File: src/rtl/caesar_pkg.sv
// rtl/caesar_pkg.sv - shared Caesar alphabet constants and symbol/key types
package caesar_pkg;

  localparam int ALPHA = 26;
  localparam int KEY_W = 5;
  localparam int SYM_W = 6;

  typedef logic [SYM_W-1:0] caesar_sym_t;
  typedef logic [KEY_W-1:0] caesar_key_t;

endpackage

File: src/rtl/caesar_prescaler.sv
// rtl/caesar_prescaler.sv - free-running divide-by-DIV counter with a one-cycle tick
module caesar_prescaler #(
  parameter int DIV = 8
) (
  input  logic CLOCK_50,
  input  logic rst,
  output logic tick
);

  localparam int CW = (DIV > 1) ? $clog2(DIV) : 1;
  localparam logic [CW-1:0] CNT_LAST = CW'(DIV - 1);

  logic [CW-1:0] cnt;

  always_ff @(posedge CLOCK_50) begin
    if (rst) begin
      cnt <= '0;
    end else if (cnt == CNT_LAST) begin
      cnt <= '0;
    end else begin
      cnt <= cnt + 1'b1;
    end
  end

  assign tick = (cnt == CNT_LAST);

endmodule

File: src/rtl/caesar_stimulus_gen.sv
// rtl/caesar_stimulus_gen.sv - plaintext/key/mode triple generator; CAESAR_TICK_SIM_EN forces DIV=8
module caesar_stimulus_gen #(
  parameter int CLK_HZ  = 50000000,
  parameter int TICK_HZ = 1,
  parameter int ALPHA   = caesar_pkg::ALPHA,
  parameter int KEY_W   = caesar_pkg::KEY_W
) (
  input  logic                     CLOCK_50,
  input  logic                     rst,
  input  logic [KEY_W-1:0]         sw_key,
  input  logic                     sw_encrypt,
  input  logic                     pause,
  input  logic                     step,
  output caesar_pkg::caesar_sym_t  plain_value,
  output logic [KEY_W-1:0]         key_value,
  output logic                     encrypt_mode,
  output logic                     plain_upd,
  output logic                     key_err,
  output logic                     tick
);

  import caesar_pkg::*;

`ifdef CAESAR_TICK_SIM_EN
  localparam int DIV = 8;
`else
  localparam int DIV = CLK_HZ / TICK_HZ;
`endif

  localparam caesar_sym_t SYM_LAST  = caesar_sym_t'(ALPHA - 1);
  localparam caesar_sym_t SYM_ALPHA = caesar_sym_t'(ALPHA);

  logic [KEY_W-1:0] key_meta, key_sync;
  logic             enc_meta, enc_sync;
  logic             pause_meta, pause_sync;
  logic             step_meta, step_sync, step_sync_d;
  logic             step_rise, adv, key_ok;
  caesar_sym_t      key_ext;

  caesar_prescaler #(.DIV(DIV)) u_prescaler (
    .CLOCK_50 (CLOCK_50),
    .rst      (rst),
    .tick     (tick)
  );

  always_ff @(posedge CLOCK_50) begin
    if (rst) begin
      key_meta    <= '0;
      key_sync    <= '0;
      enc_meta    <= 1'b0;
      enc_sync    <= 1'b0;
      pause_meta  <= 1'b0;
      pause_sync  <= 1'b0;
      step_meta   <= 1'b0;
      step_sync   <= 1'b0;
      step_sync_d <= 1'b0;
    end else begin
      key_meta    <= sw_key;
      key_sync    <= key_meta;
      enc_meta    <= sw_encrypt;
      enc_sync    <= enc_meta;
      pause_meta  <= pause;
      pause_sync  <= pause_meta;
      step_meta   <= step;
      step_sync   <= step_meta;
      step_sync_d <= step_sync;
    end
  end

  // Paused: only step advances. Running: only the prescaler tick advances.
  assign step_rise = step_sync & ~step_sync_d;
  assign adv       = (tick & ~pause_sync) | (step_rise & pause_sync);
  assign key_ext   = caesar_sym_t'(key_sync);
  assign key_ok    = (key_ext < SYM_ALPHA);

  always_ff @(posedge CLOCK_50) begin
    if (rst) begin
      plain_value  <= '0;
      key_value    <= '0;
      encrypt_mode <= 1'b1;
      plain_upd    <= 1'b0;
      key_err      <= 1'b0;
    end else begin
      plain_upd <= adv;
      if (adv) begin
        plain_value  <= (plain_value == SYM_LAST) ? '0 : plain_value + 1'b1;
        encrypt_mode <= enc_sync;
        key_err      <= ~key_ok;
        if (key_ok) begin
          key_value <= key_sync;
        end
      end
    end
  end

endmodule

File: config.mk
export PLATFORM = sky130hd
export DESIGN_NAME = caesar_stimulus_gen
export DESIGN_NICKNAME = d
export VERILOG_FILES = /design/src/rtl/caesar_pkg.sv /design/src/rtl/caesar_prescaler.sv /design/src/rtl/caesar_stimulus_gen.sv
export SDC_FILE = /design/constraint.sdc
export NUM_CORES = 1
export LEC_CHECK = 0
export CORE_UTILIZATION = 55
export DETAILED_ROUTE_END_ITERATION = 10
export PLACE_DENSITY = 0.78
export SYNTH_ARGS = -nofsm -noshare
export SYNTH_HDL_FRONTEND = slang
export SYNTH_SLANG_ARGS = --single-unit
File: constraint.sdc
create_clock -name CLOCK_50 -period 2.3 [get_ports CLOCK_50]
set_input_delay 0.345 -clock CLOCK_50 [delete_from_list [all_inputs] [get_ports CLOCK_50]]
set_output_delay 0.345 -clock CLOCK_50 [all_outputs]
set_load 0.005 [all_outputs]
**Yosys cells after proc, flatten, opt, wreduce, memory -nomap -nowiden**

Index checks and enable logic that the tools add are counted.
Widths: inputs -> output; s select.

- Bits in registers: 57
- Latch bits: 0
- Output and inout bits: 15
- Memory bits (writable): 0
- Memories kept: 0
- Bits in read-only memories: 0
- Logic and storage cells: 30
- Input bits: 10

- Equality and inequality tests: 2
- Div/mod/pow operators: 0
- Multipliers: 0
- $add $sub $neg: 2
- Shift operators: 0
- Magnitude comparators: 1
- Muxes and demuxes: 1
- Bitwise gates (word level): 7
- Reductions and logical operators: 2

Operators with widths:

| kind | number |
|---|---|
| $add 26x1->26 const B | 1 |
| $eq 26x26->1 const B | 1 |
| $add 6x1->6 const B | 1 |
| $eq 6x5->1 const B | 1 |
| $mux 6 | 1 |
| $lt 5x5->1 const B | 1 |
| $and 1x1->1 | 3 |
| $not 1->1 | 3 |
| $reduce_and 2->1 | 1 |
| $reduce_or 2->1 | 1 |
| $or 1x1->1 | 1 |

**Longest topological paths before layout**

Gate-level depths: netlist (run 1).

- Depth after elaboration: 5
- Mapped depth: 8
- Gate-level depth less buffers: 6

**By module**

Synthesis (run 1) repeated with hierarchy kept, for this count alone.

- Cells, all modules: 254
- Area, all modules: 2392.3 µm²

Modules (own cells, without submodules):

| module | instances | cells each | sequential area each (µm²) | area each (µm²) |
|---|---|---|---|---|
| caesar_prescaler | 1 | 147 | 520.5 | 1257.5 |
| caesar_stimulus_gen | 1 | 107 | 620.6 | 1134.8 |

**Least setup slack after synthesis (run 1)**

OpenSTA, ideal clock, no wires.

- Kind: flip-flop to flip-flop
- From: register u_prescaler.cnt[0]
- To: register plain_value[2]
- Data required time: 2229 ps
- Period minus slack after synthesis: 2127 ps
- Slack: 173 ps
- Path buffers: 1
- Arrival time: 2057 ps
- Cell stages (with the launch flop): 8
- Library setup time: 71 ps
- Cell sequence: dfxtp_1 > ha_1 > nand2_1 > or4_1 > o21a_1 > buf_6 > or4_1 > a21oi_1

- Cells in the longest elaborated chain, start to end: 3

Ends and longest elaborated chain:

| item | line | RTL |
|---|---|---|
| from (decl) | caesar_prescaler.sv:13 | `logic [CW-1:0] cnt;` |
| from (signal assigned) | caesar_prescaler.sv:21 | `cnt <= cnt + 1'b1;` |
| $eq 26x26->1 | caesar_prescaler.sv:25 | `assign tick = (cnt == CNT_LAST);` |
| $and 1x1->1 | caesar_stimulus_gen.sv:72 | `assign adv = (tick & ~pause_sync) \| (step_rise & pause_sync);` |
| $or 1x1->1 | caesar_stimulus_gen.sv:72 |  |
| to (signal assigned) | caesar_stimulus_gen.sv:86 | `plain_value <= (plain_value == SYM_LAST) ? '0 : plain_value + 1'b1;` |
| to (decl) | caesar_stimulus_gen.sv:14 | `output caesar_pkg::caesar_sym_t plain_value,` |

Every way passes these cells.
A chain may end at the register's enable or synchronous reset.

**Worst setup path after layout (run 1)**

- From: register u_prescaler.cnt[1]
- To: register plain_value[2]

The elaborated chain is that of the path after synthesis.

==> flow_summary.json, run 1 <==
{
  "ys_types": 40,
  "syn_area_um2": 2230,
  "p_leak_uw": 0.00106,
  "holdWs_ns": 0.437,
  "critPathRequiredTime_ns": 2.56,
  "crit_start": "u_prescaler.cnt[1]$_SDFF_PP0_",
  "nets": 288,
  "ff_latch_area_um2": 1140,
  "cts_max_path_buffers": 2,
  "track_usage": 0.240,
  "drt_drc_violations_left": 0,
  "yosys_warnings": 0,
  "max_freq_ghz": 0.464,
  "timing.final.max_slew_violations": 0,
  "fp.dieH_um": 65.7,
  "dpl.hpwl_um": 2930,
  "clkTransAtPathRegs_ns": 0.06,
  "worstPathArrival_ns": 2.42,
  "clkLatencyLatePin_ns": 0.33,
  "grt_pass1_vias": 1718,
  "antenna_cells": 0,
  "synth-seq-cells": 57,
  "root_buffer": "clkbuf_8",
  "dp_cells": 312,
  "seq_area_frac_synth": 0.511,
  "min_from": "key_meta[0]$_SDFF_PP0_",
  "end_kind": "flop",
  "p_per_area_nw_per_um2": 772,
  "routed_wirelength_um": 4350,
  "routedWlPerCell_um": 13.3,
  "cts.sinks": 57,
  "fin_crit_sh": 0.937,
  "setup_violations": 0,
  "grt_max_degree": 22,
  "path_class": "reg -> reg",
  "first_pass_iters": 4,
  "rr_startpoint": "u_prescaler.cnt[1]$_SDFF_PP0_",
  "rsz0062_at_grt": "no",
  "tns_ns": 0,
  "vias": 1762,
  "grt_pass1_wl_um": 7600,
  "synth_top_cell_by_area": "dfxtp_1",
  "gp_congestion": 0.808,
  "status": "completed",
  "core.rowCount": 22,
  "finalClockSkew_ns": 0.00547,
  "synth_mux_area_frac": 0.00448,
  "async_flop_share": 0,
  "synth_compound_area_frac": 0.0706,
  "synth_top_area_share": 0.511,
  "max-cap-violations": 0,
  "ios": 25,
  "synth_top_family_by_area": "simple AND/OR/NAND/NOR gates",
  "initial_core_util": 0.592,
  "io_buffers": 24,
  "dr.first_iter.drc_count": 133,
  "drive_gt1_frac": 0.118,
  "syn_inst": 239,
  "grt.overflow.total": 0,
  "hold_buffers": 0,
  "multi_input_area_um2": 1050,
  "syn2layout_area_growth_pct": 26.3,
  "worstPathMaxFanout": 11,
  "htree_levels": 3,
  "worst_pin_slew_ns": 0.677,
  "synth-simple-area-share": 0.279,
  "cts_tree": "done",
  "period_minus_slack_ns": 2.15,
  "synth_area_leaders": "dfxtp_1 (51%), xor2_1 (7.8%), nor2_1 (6.6%), nor2b_1 (4.8%), nand3_1 (4.7%)",
  "fp.dieW_um": 65.7,
  "finalHoldViolCount": 0,
  "cp-start-kind": "flop",
  "synthAdderAreaFrac": 0.0168,
  "min_path_type": "reg -> reg",
  "syn_avg_cell_area_um2": 9.34,
  "viasPerCell": 5.39,
  "stdcell_count": 327,
  "synth-edff-count": 0,
  "synthFlopType": "dfxtp_1",
  "relSlewSlack": 0.547,
  "syn_nets": 252,
  "nFillCells": 284,
  "antenna_found_initial": 0,
  "synth_xor_area_frac": 0.0941,
  "core-area_um2": 3770,
  "die-area_um2": 4320,
  "irDropWorstVdd_uv": 671,
  "numCtsBuffers": 9,
  "drtAntennaViolNets": 0
}
where the power goes:
part           switching, uW  internal [uW]  leakage (uW)
registers               10.5           1010      0.000464
logic                   32.4           38.4      0.000481
clock network            381            709      0.000115
total                    424           1750       0.00106
area by class of cell:
type,instances,area share
Clock buffer,9,0.0439
Clock inverter,6,0.0382
Inverter,4,0.00532
Multi-Input combinational cell,170,0.373
Sequential cell,57,0.405
Tap cell,48,0.0213
Timing Repair Buffer,33,0.113
sequential cells by signal, summed over array words and instances, names as in the netlist, 5 cells and up:
name and cells:
key_sync 5, key_meta 5, u_prescaler.cnt 26, plain_value 6, key_value 5
synth_stat cells (2+ instances only):
cell / n
nor2b_1: 17
clkbuf_1: 5
or4_1: 2
nand2_1: 9
nand3b_1: 2
inv_1: 4
and2_1: 2
nor2_1: 39
dfxtp_1: 57
xor2_1: 20
nor4_1: 3
or2_2: 2
o31ai_1: 2
xnor2_1: 4
nand4_1: 8
a22o_1: 4
ha_1: 3
and3_1: 3
nor4b_1: 2
o21ai_0: 6
o221a_2: 2
nand3_1: 21
a21oi_1: 5
final timing paths:
| kind | slack, ns | end | cells past startpoint |
|---|---|---|---|
| setup / recovery | 0.15 | plain_value[2]$_SDFFE_PP0P_ | 6 |
| hold / removal | 0.44 | key_sync[0]$_SDFF_PP0_ | 1 |
| setup reg to reg | 0.15 | plain_value[2]$_SDFFE_PP0P_ | 6 |
| hold reg to reg | 0.44 | key_sync[0]$_SDFF_PP0_ | 1 |
placed cells by master (no fill, tap or decap), types with 2 or more instances in the layout:
cell / netlist / final
a22o_1: 4 / 4
nor2_1: 39 / 39
nor4_1: 3 / 2
inv_1: 4 / 4
clkdlybuf4s50_1: 0 / 23
ha_1: 3 / 3
o31ai_1: 2 / 2
o21ai_0: 6 / 6
nand3_1: 21 / 21
bufinv_16: 0 / 3
dfxtp_1: 57 / 56
xor2_1: 20 / 20
o221a_2: 2 / 2
nor2b_1: 17 / 17
or4_1: 2 / 2
nand2_1: 9 / 9
a21oi_1: 5 / 5
and2_1: 2 / 2
or2_2: 2 / 2
and3_1: 3 / 3
clkbuf_8: 0 / 9
xnor2_1: 4 / 4
clkinv_2: 0 / 2
buf_4: 0 / 8
nand3b_1: 2 / 2
nand4_1: 8 / 8
metrics by stage:
step	instance area, um^2	util	setup slack (ns)	total power, uW
3_5_place_dp	2570	0.683	0.101	1110
2_1_floorplan	2230	-	0.173	1070
5_1_grt	2820	0.748	0.0254	2260
3_3_place_gp	2570	0.683	0.155	1100
6_report	2820	0.748	0.145	2180
4_1_cts	2820	0.748	0.107	2200
layer usage:
metal | wire, um | GRT usage | up-vias
li1 | - | - | 888
met5 | 0 | 0 | -
met3 | 174 | 0.0851 | 8
met1 | 2030 | 0.292 | 832
met2 | 2060 | 0.372 | 34
met4 | 78 | 0.117 | 0
worst max-delay path, stage by stage (launching register included):
cell and delay [ns]:
dfxtp_1 0.38, ha_1 0.19, nand2_1 0.08, or4_1 0.54
o21a_2 0.30, or4_1 0.48, a21oi_1 0.13
cell families after synthesis:
kind of cell | Yosys count
AND/OR/NAND/NOR | 119
flip-flops | 57
XOR/XNOR | 24
AO/OA/AOI/OAI | 23
buffers and inverters | 12
adder cells (fa/ha/maj) | 3
multiplexers | 1
what timing repair did:
action,CTS,global route
pin swaps,1,0
buffers inserted,0,0
resized for setup,4,1
endpoints found under the hold margin,0,0
setup endpoints to repair,1,1
(Power assumes the default switching activity.)
==> inputs of run 2 (changes only) <==
--- a/config.mk
+++ b/config.mk
@@ -5,9 +5,9 @@
 export SDC_FILE = /design/constraint.sdc
 export NUM_CORES = 1
 export LEC_CHECK = 0
-export CORE_UTILIZATION = 55
+export CORE_UTILIZATION = 50
 export DETAILED_ROUTE_END_ITERATION = 10
-export PLACE_DENSITY = 0.78
+export PLACE_DENSITY = 0.72
 export SYNTH_ARGS = -nofsm -noshare
 export SYNTH_HDL_FRONTEND = slang
 export SYNTH_SLANG_ARGS = --single-unit
==> flow_summary.json, run 2 (synthesized netlist as in run 1, its figures left out) <==
{
  "status": "completed",
  "reg_top3": "u_prescaler.cnt x26, plain_value x6",
  "antenna_cells": 0,
  "power_frac_seq": 0.485,
  "p_per_area_nw_per_um2": 752,
  "timing.final.max_slew_violations": 0,
  "drive_gt1_frac": 0.115,
  "largest_register": "u_prescaler.cnt",
  "initial_core_util": 0.539,
  "min_path_type": "reg -> reg",
  "max_freq_ghz": 0.461,
  "fp.dieH_um": 68.8,
  "syn2layout_area_growth_pct": 24.9,
  "routedWlPerCell_um": 12.1,
  "period_minus_slack_ns": 2.17,
  "cts.sinks": 57,
  "max-cap-violations": 0,
  "worstPathMaxFanout": 11,
  "critPathRequiredTime_ns": 2.56,
  "multi_input_area_um2": 1050,
  "pwr-share-clk": 0.486,
  "antenna_found_initial": 0,
  "grt.overflow.total": 0,
  "relSlewSlack": 0.636,
  "finalHoldViolCount": 0,
  "pwr-share-comb": 0.029,
  "p_int_uw": 1670,
  "core-area_um2": 4140,
  "core.rowCount": 23,
  "dpl.hpwl_um": 2780,
  "finalClockSkew_ns": 0.00601,
  "netSwitchingPower_uw": 427,
  "cts_max_path_buffers": 2,
  "worst_pin_slew_ns": 0.542,
  "post_cts_buffers": 0,
  "tns_ns": 0,
  "setup_violations": 0,
  "die-area_um2": 4740,
  "nFillCells": 333,
  "root_buffer": "clkbuf_8",
  "track_usage": 0.202,
  "first_pass_iters": 4,
  "ff_latch_area_um2": 1140,
  "rsz0062_at_grt": "no",
  "holdWs_ns": 0.434,
  "layout_common_cells": "dfxtp_1 (56), nor2_1 (39), clkdlybuf4s50_1 (23)",
  "grt_pass1_vias": 1483,
  "numCtsBuffers": 9,
  "grt_max_degree": 22,
  "nets": 287,
  "io_buffers": 24,
  "path_class": "reg -> reg",
  "final_common_cell": "dfxtp_1",
  "irDropWorstVdd_uv": 476,
  "clkLatencyLatePin_ns": 0.34,
  "p_leak_uw": 0.00104,
  "swShare": 0.203,
  "gp_congestion": 0.763,
  "clkTransAtPathRegs_ns": 0.07,
  "cts_tree": "done",
  "dr.first_iter.drc_count": 98,
  "fin_crit_sh": 0.943,
  "grt_pass1_wl_um": 6610,
  "largest_reg_flops": 26,
  "dp_slack_ns": 0.0923,
  "vias": 1730,
  "routed_wirelength_um": 3970,
  "utilization": 0.673,
  "end_kind": "flop",
  "drt_drc_violations_left": 0,
  "fp.dieW_um": 68.8,
  "worstPathArrival_ns": 2.43,
  "drtAntennaViolNets": 0,
  "ios": 25,
  "cp-start-kind": "flop",
  "htree_levels": 3,
  "viasPerCell": 5.27,
  "post-route-worst-setup-slack_ns": 0.132
}
run 2: per-layer routing:
layer / share of wire / vias to the layer above / wire length, um / global-route usage
li1: - / 890 / - / -
met1: 0.49 / 799 / 1950 / 0.239
met2: 0.44 / 33 / 1760 / 0.304
met3: 0.050 / 8 / 197 / 0.113
met4: 0.015 / 0 / 59 / 0.0791
met5: 0 / - / 0 / 0
run 2: area by class of cell:
class	count	share of cell area
Timing Repair Buffer	32	0.107
Inverter	4	0.00538
Clock inverter	5	0.0287
Multi-Input combinational cell	170	0.377
Tap cell	50	0.0224
Sequential cell	57	0.410
Clock buffer	10	0.0493
run 2: worst paths after layout:
kind | from | to | slack (ns) | cells after the start
setup / recovery | u_prescaler.cnt[1]$_SDFF_PP0_ | plain_value[2]$_SDFFE_PP0P_ | 0.13 | 6
hold / removal | key_meta[1]$_SDFF_PP0_ | key_sync[1]$_SDFF_PP0_ | 0.43 | 1
setup reg to reg | u_prescaler.cnt[1]$_SDFF_PP0_ | plain_value[2]$_SDFFE_PP0P_ | 0.13 | 6
hold reg to reg | key_meta[1]$_SDFF_PP0_ | key_sync[1]$_SDFF_PP0_ | 0.43 | 1
run 2: worst max-delay path, cell delays in order (launching register included):
cell	delay, ns
dfxtp_1	0.37
ha_1	0.18
nand2_1	0.09
or4_1	0.55
o21a_2	0.29
or4_1	0.49
a21oi_1	0.13
run 2: through the flow:
stage	std cells	instance area (um^2)	power [uW]
2_1_floorplan	239	2230	1070
3_3_place_gp	313	2560	1100
3_5_place_dp	313	2560	1100
4_1_cts	328	2790	2130
5_1_grt	328	2790	2180
6_report	328	2790	2100
run 2: timing repair:
action,4_1_cts,5_1_grt
resized for setup,4,1
pin swaps,1,0
endpoints found under the setup margin,1,1
hold buffers,0,0
run 2: power by group through the flow:
stage / Clock, uW / Sequential [uW] / Combinational, uW
floorplan: 0 / 1040 / 36.3
global placement: 0 / 1040 / 61.9
finish: 1020 / 1020 / 61.7
global route: 1100 / 1020 / 69.1
CTS: 1050 / 1020 / 62.6
detailed placement: 0 / 1040 / 62.4
==> inputs of run 3 (changes only) <==
==> constraint.sdc (replaced) <==
create_clock -name CLOCK_50 -period 2.6 [get_ports CLOCK_50]
set_input_delay 0.39 -clock CLOCK_50 [delete_from_list [all_inputs] [get_ports CLOCK_50]]
set_output_delay 0.39 -clock CLOCK_50 [all_outputs]
set_load 0.005 [all_outputs]
==> flow_summary.json, run 3 (synthesized netlist as in run 1, its figures left out) <==
{
  "rr_startpoint": "u_prescaler.cnt[0]$_SDFF_PP0_",
  "setup_violations": 0,
  "tns_ns": 0,
  "dpl.hpwl_um": 2690,
  "fp.dieH_um": 68.8,
  "final_common_cell": "dfxtp_1",
  "end_kind": "flop",
  "grt.overflow.total": 0,
  "grt_max_degree": 22,
  "dr.first_iter.drc_count": 97,
  "fp.dieW_um": 68.8,
  "cts.sinks": 57,
  "fin_crit_sh": 0.884,
  "irDropWorstVdd_uv": 413,
  "critPathRequiredTime_ns": 2.86,
  "routedWlPerCell_um": 12.3,
  "r2r_setup_slack_ns": 0.30,
  "nets": 284,
  "grt_pass1_wl_um": 6530,
  "p_leak_uw": 0.00105,
  "track_usage": 0.197,
  "antenna_found_initial": 0,
  "worstPathMaxFanout": 13,
  "min_from": "pause_meta$_SDFF_PP0_",
  "post_cts_buffers": 0,
  "cts_tree": "done",
  "min_path_type": "reg -> reg",
  "die-area_um2": 4740,
  "syn2layout_area_growth_pct": 24.8,
  "hold_buffers": 0,
  "swShare": 0.196,
  "cts_max_path_buffers": 2,
  "core-area_um2": 4140,
  "drt_drc_violations_left": 0,
  "io_buffers": 24,
  "r2r-end": "plain_value[2]$_SDFFE_PP0P_",
  "layout_common_cells": "dfxtp_1 (57), nor2_1 (39), clkdlybuf4s50_1 (23)",
  "clkLatencyLatePin_ns": 0.33,
  "utilization": 0.673,
  "rsz0062_at_grt": "no",
  "finalHoldViolCount": 0,
  "cp-start-kind": "flop",
  "largest_reg_flops": 26,
  "status": "completed",
  "nFillCells": 350,
  "viasPerCell": 5.20,
  "max_freq_ghz": 0.435,
  "worst_pin_slew_ns": 0.682,
  "period_minus_slack_ns": 2.30,
  "path_class": "reg -> reg",
  "drtAntennaViolNets": 0,
  "p_per_area_nw_per_um2": 673,
  "relSlewSlack": 0.544,
  "worstPathArrival_ns": 2.56,
  "ios": 25,
  "initial_core_util": 0.539,
  "antenna_cells": 0,
  "grt_pass1_vias": 1469,
  "routed_wirelength_um": 4020,
  "power_frac_seq": 0.480,
  "reg_top3": "u_prescaler.cnt x26, plain_value x6",
  "pwr-share-comb": 0.029,
  "htree_levels": 3,
  "rr_worst_depth": 6,
  "root_buffer": "clkbuf_8",
  "clkTransAtPathRegs_ns": 0.06,
  "numCtsBuffers": 9,
  "max-cap-violations": 0,
  "netSwitchingPower_uw": 368,
  "core.rowCount": 23,
  "gp_congestion": 0.782,
  "largest_register": "u_prescaler.cnt",
  "p_int_uw": 1510,
  "holdPathEnd": "pause_sync$_SDFF_PP0_",
  "whs_path_depth": 1,
  "drive_gt1_frac": 0.109,
  "dp_cells": 310,
  "first_pass_iters": 5,
  "timing.final.max_slew_violations": 0,
  "finalClockSkew_ns": 0.00732,
  "pwr-share-clk": 0.492,
  "stdcell_count": 326,
  "vias": 1695
}
run 3: cell type report:
type                            instances  area [um^2]  area share
Tap cell                               50         62.6      0.0224
Clock buffer                           11          151      0.0543
Clock inverter                          5         77.6      0.0278
Multi-Input combinational cell        170         1060       0.380
Timing Repair Buffer                   29          280       0.101
Sequential cell                        57         1140       0.409
Inverter                                4         15.0     0.00539
run 3: worst max path at each step:
stage | slack [ns] | cells after the start | from | endpoint
floorplan | 0.47 | 7 | u_prescaler.cnt[0]$_SDFF_PP0_ | plain_value[2]$_SDFFE_PP0P_
global placement | 0.34 | 6 | u_prescaler.cnt[0]$_SDFF_PP0_ | plain_value[2]$_SDFFE_PP0P_
detailed placement | 0.28 | 6 | u_prescaler.cnt[0]$_SDFF_PP0_ | plain_value[2]$_SDFFE_PP0P_
CTS | 0.03 | 5 | u_prescaler.cnt[0]$_SDFF_PP0_ | tick
global route | 0.17 | 6 | u_prescaler.cnt[0]$_SDFF_PP0_ | plain_value[2]$_SDFFE_PP0P_
finish | 0.30 | 6 | u_prescaler.cnt[0]$_SDFF_PP0_ | plain_value[2]$_SDFFE_PP0P_
run 3: power by group through the flow:
stage               sequential, uW  combinational, uW  clock [uW]
detailed placement             919               54.1           0
CTS                            900               54.2         949
finish                         900               53.8         922
global route                   902               60.3         994
global placement               918               53.9           0
floorplan                      917               32.2           0
run 3: what timing repair did:
action | 4_1_cts | 5_1_grt
endpoints found under the setup margin | 1 | 1
resized for setup | 1 | 4
pin swaps | 0 | 1
cloned | 0 | 0
run 3: critical path: stages (launching register included):
cell and delay, ns:
dfxtp_1 0.40, ha_2 0.24, nand2_1 0.09, or4_1 0.54, o21a_1 0.33, or4_1 0.51, a21oi_1 0.12
run 3: layer usage:
| layer | global-route usage | wire length [um] |
|---|---|---|
| met2 | 0.289 | 1890 |
| met1 | 0.243 | 1950 |
| met4 | 0.0893 | 38 |
| met5 | 0 | 0 |
| met3 | 0.0954 | 142 |
run 3: stage by stage:
stage | power (uW) | hold WS [ns] | cell area, um^2 | setup slack [ns]
3_3_place_gp | 972 | 0.418 | 2530 | 0.339
6_report | 1880 | 0.429 | 2790 | 0.300
2_1_floorplan | 949 | 0.414 | 2230 | 0.473
3_5_place_dp | 973 | 0.420 | 2530 | 0.284
4_1_cts | 1900 | 0.432 | 2770 | 0.0308
5_1_grt | 1960 | 0.459 | 2790 | 0.166
==> patch 1 (config.mk and constraints of run 1) <==
Set the package constant `KEY_W` to 4 (it was 5).
--- a/src/rtl/caesar_pkg.sv
+++ b/src/rtl/caesar_pkg.sv
@@ -3,5 +3,5 @@
 
   localparam int ALPHA = 26;
-  localparam int KEY_W = 5;
+  localparam int KEY_W = 4;
   localparam int SYM_W = 6;
 
Ports: changed (resized key_value and sw_key); port bits go from 25 to 23. The function was not compared with the original's and may differ.
==> patch 1 against run 1 <==
Final area down 0.89%; routed wire length down 1.9%; synthesized area up 8.7%; synthesized cell count up 7.9%; sequential cell count down 4; hold slack better by 2.0 ps; first-iteration DRC count up 45%; setup slack better by 14 ps; total power down 22%; cell count up 0.92%; sequential share of layout area down 2.4 points.
==> patch 1: results <==
export IMPL_worstReg2RegStart="u_prescaler.cnt[2]"
export IMPL_top_regs="u_prescaler.cnt x26, plain_value x6"
export IMPL_insertion_delay_ps=310
export IMPL_first_pass_iters=4
export IMPL_synthDistinctLibCells=53
export IMPL_syn_nets=270
export IMPL_p_leak_nw=1.05
export IMPL_period_needed_ps=2140
export IMPL_outcome="finished clean"
export IMPL_ys_warnings_count=0
export IMPL_clock_skew_ps=7.83
export IMPL_hold_end="pause_sync"
export IMPL_grt_usage_pct=20.2
export IMPL_r2r_end="u_prescaler.cnt[25]"
export IMPL_final_nets=291
export IMPL_worstPathMaxFanout=2
export IMPL_synth_top_cells_by_count="dfxtp_1, nor2_1, nor2b_1"
export IMPL_crit_family="simple AND/OR/NAND/NOR gates"
export IMPL_drive_gt1_share_pct=10.4
export IMPL_drtIter0Drc=193
export IMPL_ir_drop_uv=474
export IMPL_synthArstFlopShare_pct=0
export IMPL_pre_cts_slack_ps=164
export IMPL_worst_r2r_setup_slack_ps=440
export IMPL_place_congestion=0.787
export IMPL_clkSlewWorstSetupHoldPaths_ps=100
export IMPL_post_dp_hpwl_mm=3.00
export IMPL_grt_pass1_vias=1569
export IMPL_min_from="pause_meta"
export IMPL_via_per_inst=5.65
export IMPL_cp_arrival_ps=1800
export IMPL_critPathMaxStageDelay_ps=530
export IMPL_rr_worst_depth=5
export IMPL_grt_pass1_wl_mm=7.07
export IMPL_critPathSlowestCell="or4_1"
export IMPL_wirelength_mm=4.26
export IMPL_htreeDepth=2
export IMPL_root_buffer="clkbuf_8"
export IMPL_num_antenna_cells=0
export IMPL_synth_area_leaders="dfxtp_1, nor2b_1, nor2_1"
export IMPL_io_buffer_count=21
export IMPL_numCtsBuffers=5
export IMPL_grt_start_max_net_pins=24
export IMPL_synth_seq_area_share_pct=43.7
[patch 1: cell count changes after synthesis, sizes merged, moves of 6 or more]
cell / before / now
nor2: 39 / 21
nand3: 22 / 11
nand2b: 1 / 10
or3: 1 / 7
xor2: 20 / 7
a21oi: 5 / 17
[patch 1: per-layer routing]
| metal | up-vias | part of all wire [%] | GRT usage [%] | wire [microns] |
|---|---|---|---|---|
| met2 | 38 | 45 | 31.5 | 1920 |
| met4 | 0 | 1.0 | 7.29 | 43 |
| met5 | - | 0 | 0 | 0 |
| met1 | 858 | 51 | 26.6 | 2170 |
| li1 | 961 | - | - | - |
| met3 | 8 | 3.1 | 5.17 | 132 |
[patch 1: where the power goes]
| group | switching [mW] | total, mW | leakage, nW | internal, mW |
|---|---|---|---|---|
| Clock | 0.315 | 0.647 | 0.0591 | 0.332 |
| Combinational | 0.0383 | 0.0940 | 0.555 | 0.0558 |
| Sequential | 0.0162 | 0.955 | 0.432 | 0.939 |
[patch 1: cell type report]
class	count	area (sq um)
tap	50	62.6
multi-input combinational	188	1280
fill	334	1320
sequential	53	1060
timing repair buffer	28	262
clock inverter	3	47.5
clock buffer	5	68.8
inverter	3	11.3
[patch 1: worst max-delay path by stage]
stage	start	endpoint	cells past startpoint
5_1_grt	u_prescaler.cnt[16]	tick	4
3_5_place_dp	u_prescaler.cnt[16]	tick	4
3_3_place_gp	u_prescaler.cnt[16]	tick	4
4_1_cts	u_prescaler.cnt[16]	tick	4
6_report	u_prescaler.cnt[16]	tick	4
2_1_floorplan	u_prescaler.cnt[16]	tick	4
[patch 1: through the flow]
| step | util, % | std cells | power, mW | cell area (sq um) | hold slack (ps) |
|---|---|---|---|---|---|
| floorplan | - | 258 | 1.03 | 2430 | 414 |
| global placement | 64.7 | 321 | 1.07 | 2660 | 414 |
| detailed placement | 64.7 | 321 | 1.07 | 2660 | 422 |
| CTS | 67.8 | 330 | 1.72 | 2790 | 446 |
| global route | 67.9 | 330 | 1.77 | 2800 | 459 |
| finish | 67.9 | 330 | 1.70 | 2800 | 439 |
[patch 1: logic make-up after synthesis]
logic type	after synthesis	synth area share, %
simple gates	124	32.3
buf+inv	17	3.87
other cells	1	0.154
compound gates	39	10.1
flops	53	43.7
mux	10	4.33
fa+ha+maj	3	1.55
xor+xnor	11	3.97
[patch 1: worst register-to-register path: stages (launching register included)]
cell and delay, ps:
dfxtp_1 410, and4_1 230, buf_4 160, nand4_2 260
or4b_1 580, a21oi_1 140
[patch 1: what timing repair did]
action                                  CTS  global route
setup buffers                             1             0
endpoints found under the setup margin    1             1
pin swaps                                 2             1
gates resized for setup                   3             1
hold buffers                              0             0
==> patch 2 (flow settings as in run 1) <==
Made on the original files. Take the reset off `key_meta` and load it in a clocked block of its own.
--- a/src/rtl/caesar_stimulus_gen.sv
+++ b/src/rtl/caesar_stimulus_gen.sv
@@ -46,5 +46,4 @@
   always_ff @(posedge CLOCK_50) begin
     if (rst) begin
-      key_meta    <= '0;
       key_sync    <= '0;
       enc_meta    <= 1'b0;
@@ -56,5 +55,4 @@
       step_sync_d <= 1'b0;
     end else begin
-      key_meta    <= sw_key;
       key_sync    <= key_meta;
       enc_meta    <= sw_encrypt;
@@ -66,4 +64,8 @@
       step_sync_d <= step_sync;
     end
+  end
+
+  always_ff @(posedge CLOCK_50) begin
+    key_meta <= sw_key;
   end
 
Formal check against the unedited RTL: same outputs for any inputs over 10 cycles, from zero or initial values and one cycle with rst high; that may be too few to reach the edited logic, so the function may still have changed.
==> patch 2 against run 1 <==
Hold slack worse by 2.6 ps; cell count grew 14%; synthesized area up 14%; count of clock-buffer cells in the layout is 1 higher; sequential cell count did not move; clock power decreased by 6%; setup slack gained 92 ps; total power grew 0.13%; final area up 11%; synthesized cell count is 18% higher; global-route usage is 0.45 points lower; routed wire length increased by 18%; largest cell class is now multi-input combinational cells; highest routed layer unchanged.
==> patch 2: results <==
export IMPL_grt_met1_usage_pct=29.9
export IMPL_place_area_sq_um=2860
export IMPL_sequentialPowerShare_pct=48.0
export IMPL_synthDistinctLibCells=52
export IMPL_fin_crit_sh_pct=89.7
export IMPL_fin_hold_ws_ps=434
export IMPL_drt_met1_wl_mm=2.43
export IMPL_cp_arrival_ps=1720
export IMPL_clock_skew_ps=8.20
export IMPL_final_nets=329
export IMPL_met2_usage_pct=37.1
export IMPL_instances_no_fill=372
export IMPL_drive_gt1_share_pct=14.1
export IMPL_min_from="key_meta[4]"
export IMPL_total_power_mw=2.18
export IMPL_pre_cts_slack_ps=90.4
export IMPL_grt_pass1_vias=2073
export IMPL_place_congestion=0.794
export IMPL_outcome="finished clean"
export IMPL_p_int_mw=1.71
export IMPL_synth_area_leaders="dfxtp_1, nor2_1, nor2b_1"
export IMPL_rr_worst_depth=4
export IMPL_hold_end="key_sync[4]"
export IMPL_critPathMaxStageDelay_ps=370
export IMPL_use_met3_pct=6.78
export IMPL_dr_wl_met2_mm=2.45
export IMPL_ir_drop_uv=534
export IMPL_synth_adder_area_share_pct=1.48
export IMPL_wirelength_mm=5.15
export IMPL_drtIter0Drc=176
-- patch 2: changes by cell type in the layout (fill, tap and decap cells not counted), sizes merged, moves of 4 or more --
cell / before / now
or4: 2 / 7
nor2: 39 / 27
nand2: 9 / 18
a211oi: 0 / 4
inv: 4 / 10
o211ai: 1 / 5
xor2: 20 / 8
nand3: 22 / 17
a21oi: 5 / 15
o21ai: 7 / 12
or3: 1 / 10
nand4: 8 / 12
-- patch 2: repair_timing --
action / in CTS / in global routing
pin swaps: 3 / 0
gates resized for setup: 9 / 1
endpoints found under the setup margin: 1 / 1
-- patch 2: final cells by class --
type	instances	area, sq um	share of cell area (%)
Multi-Input combinational cell	204	1340	43.0
Sequential cell	57	1140	36.6
Timing Repair Buffer	34	314	10.1
Clock buffer	10	138	4.41
Clock inverter	5	80.1	2.57
Tap cell	52	65.1	2.08
Inverter	10	37.5	1.20
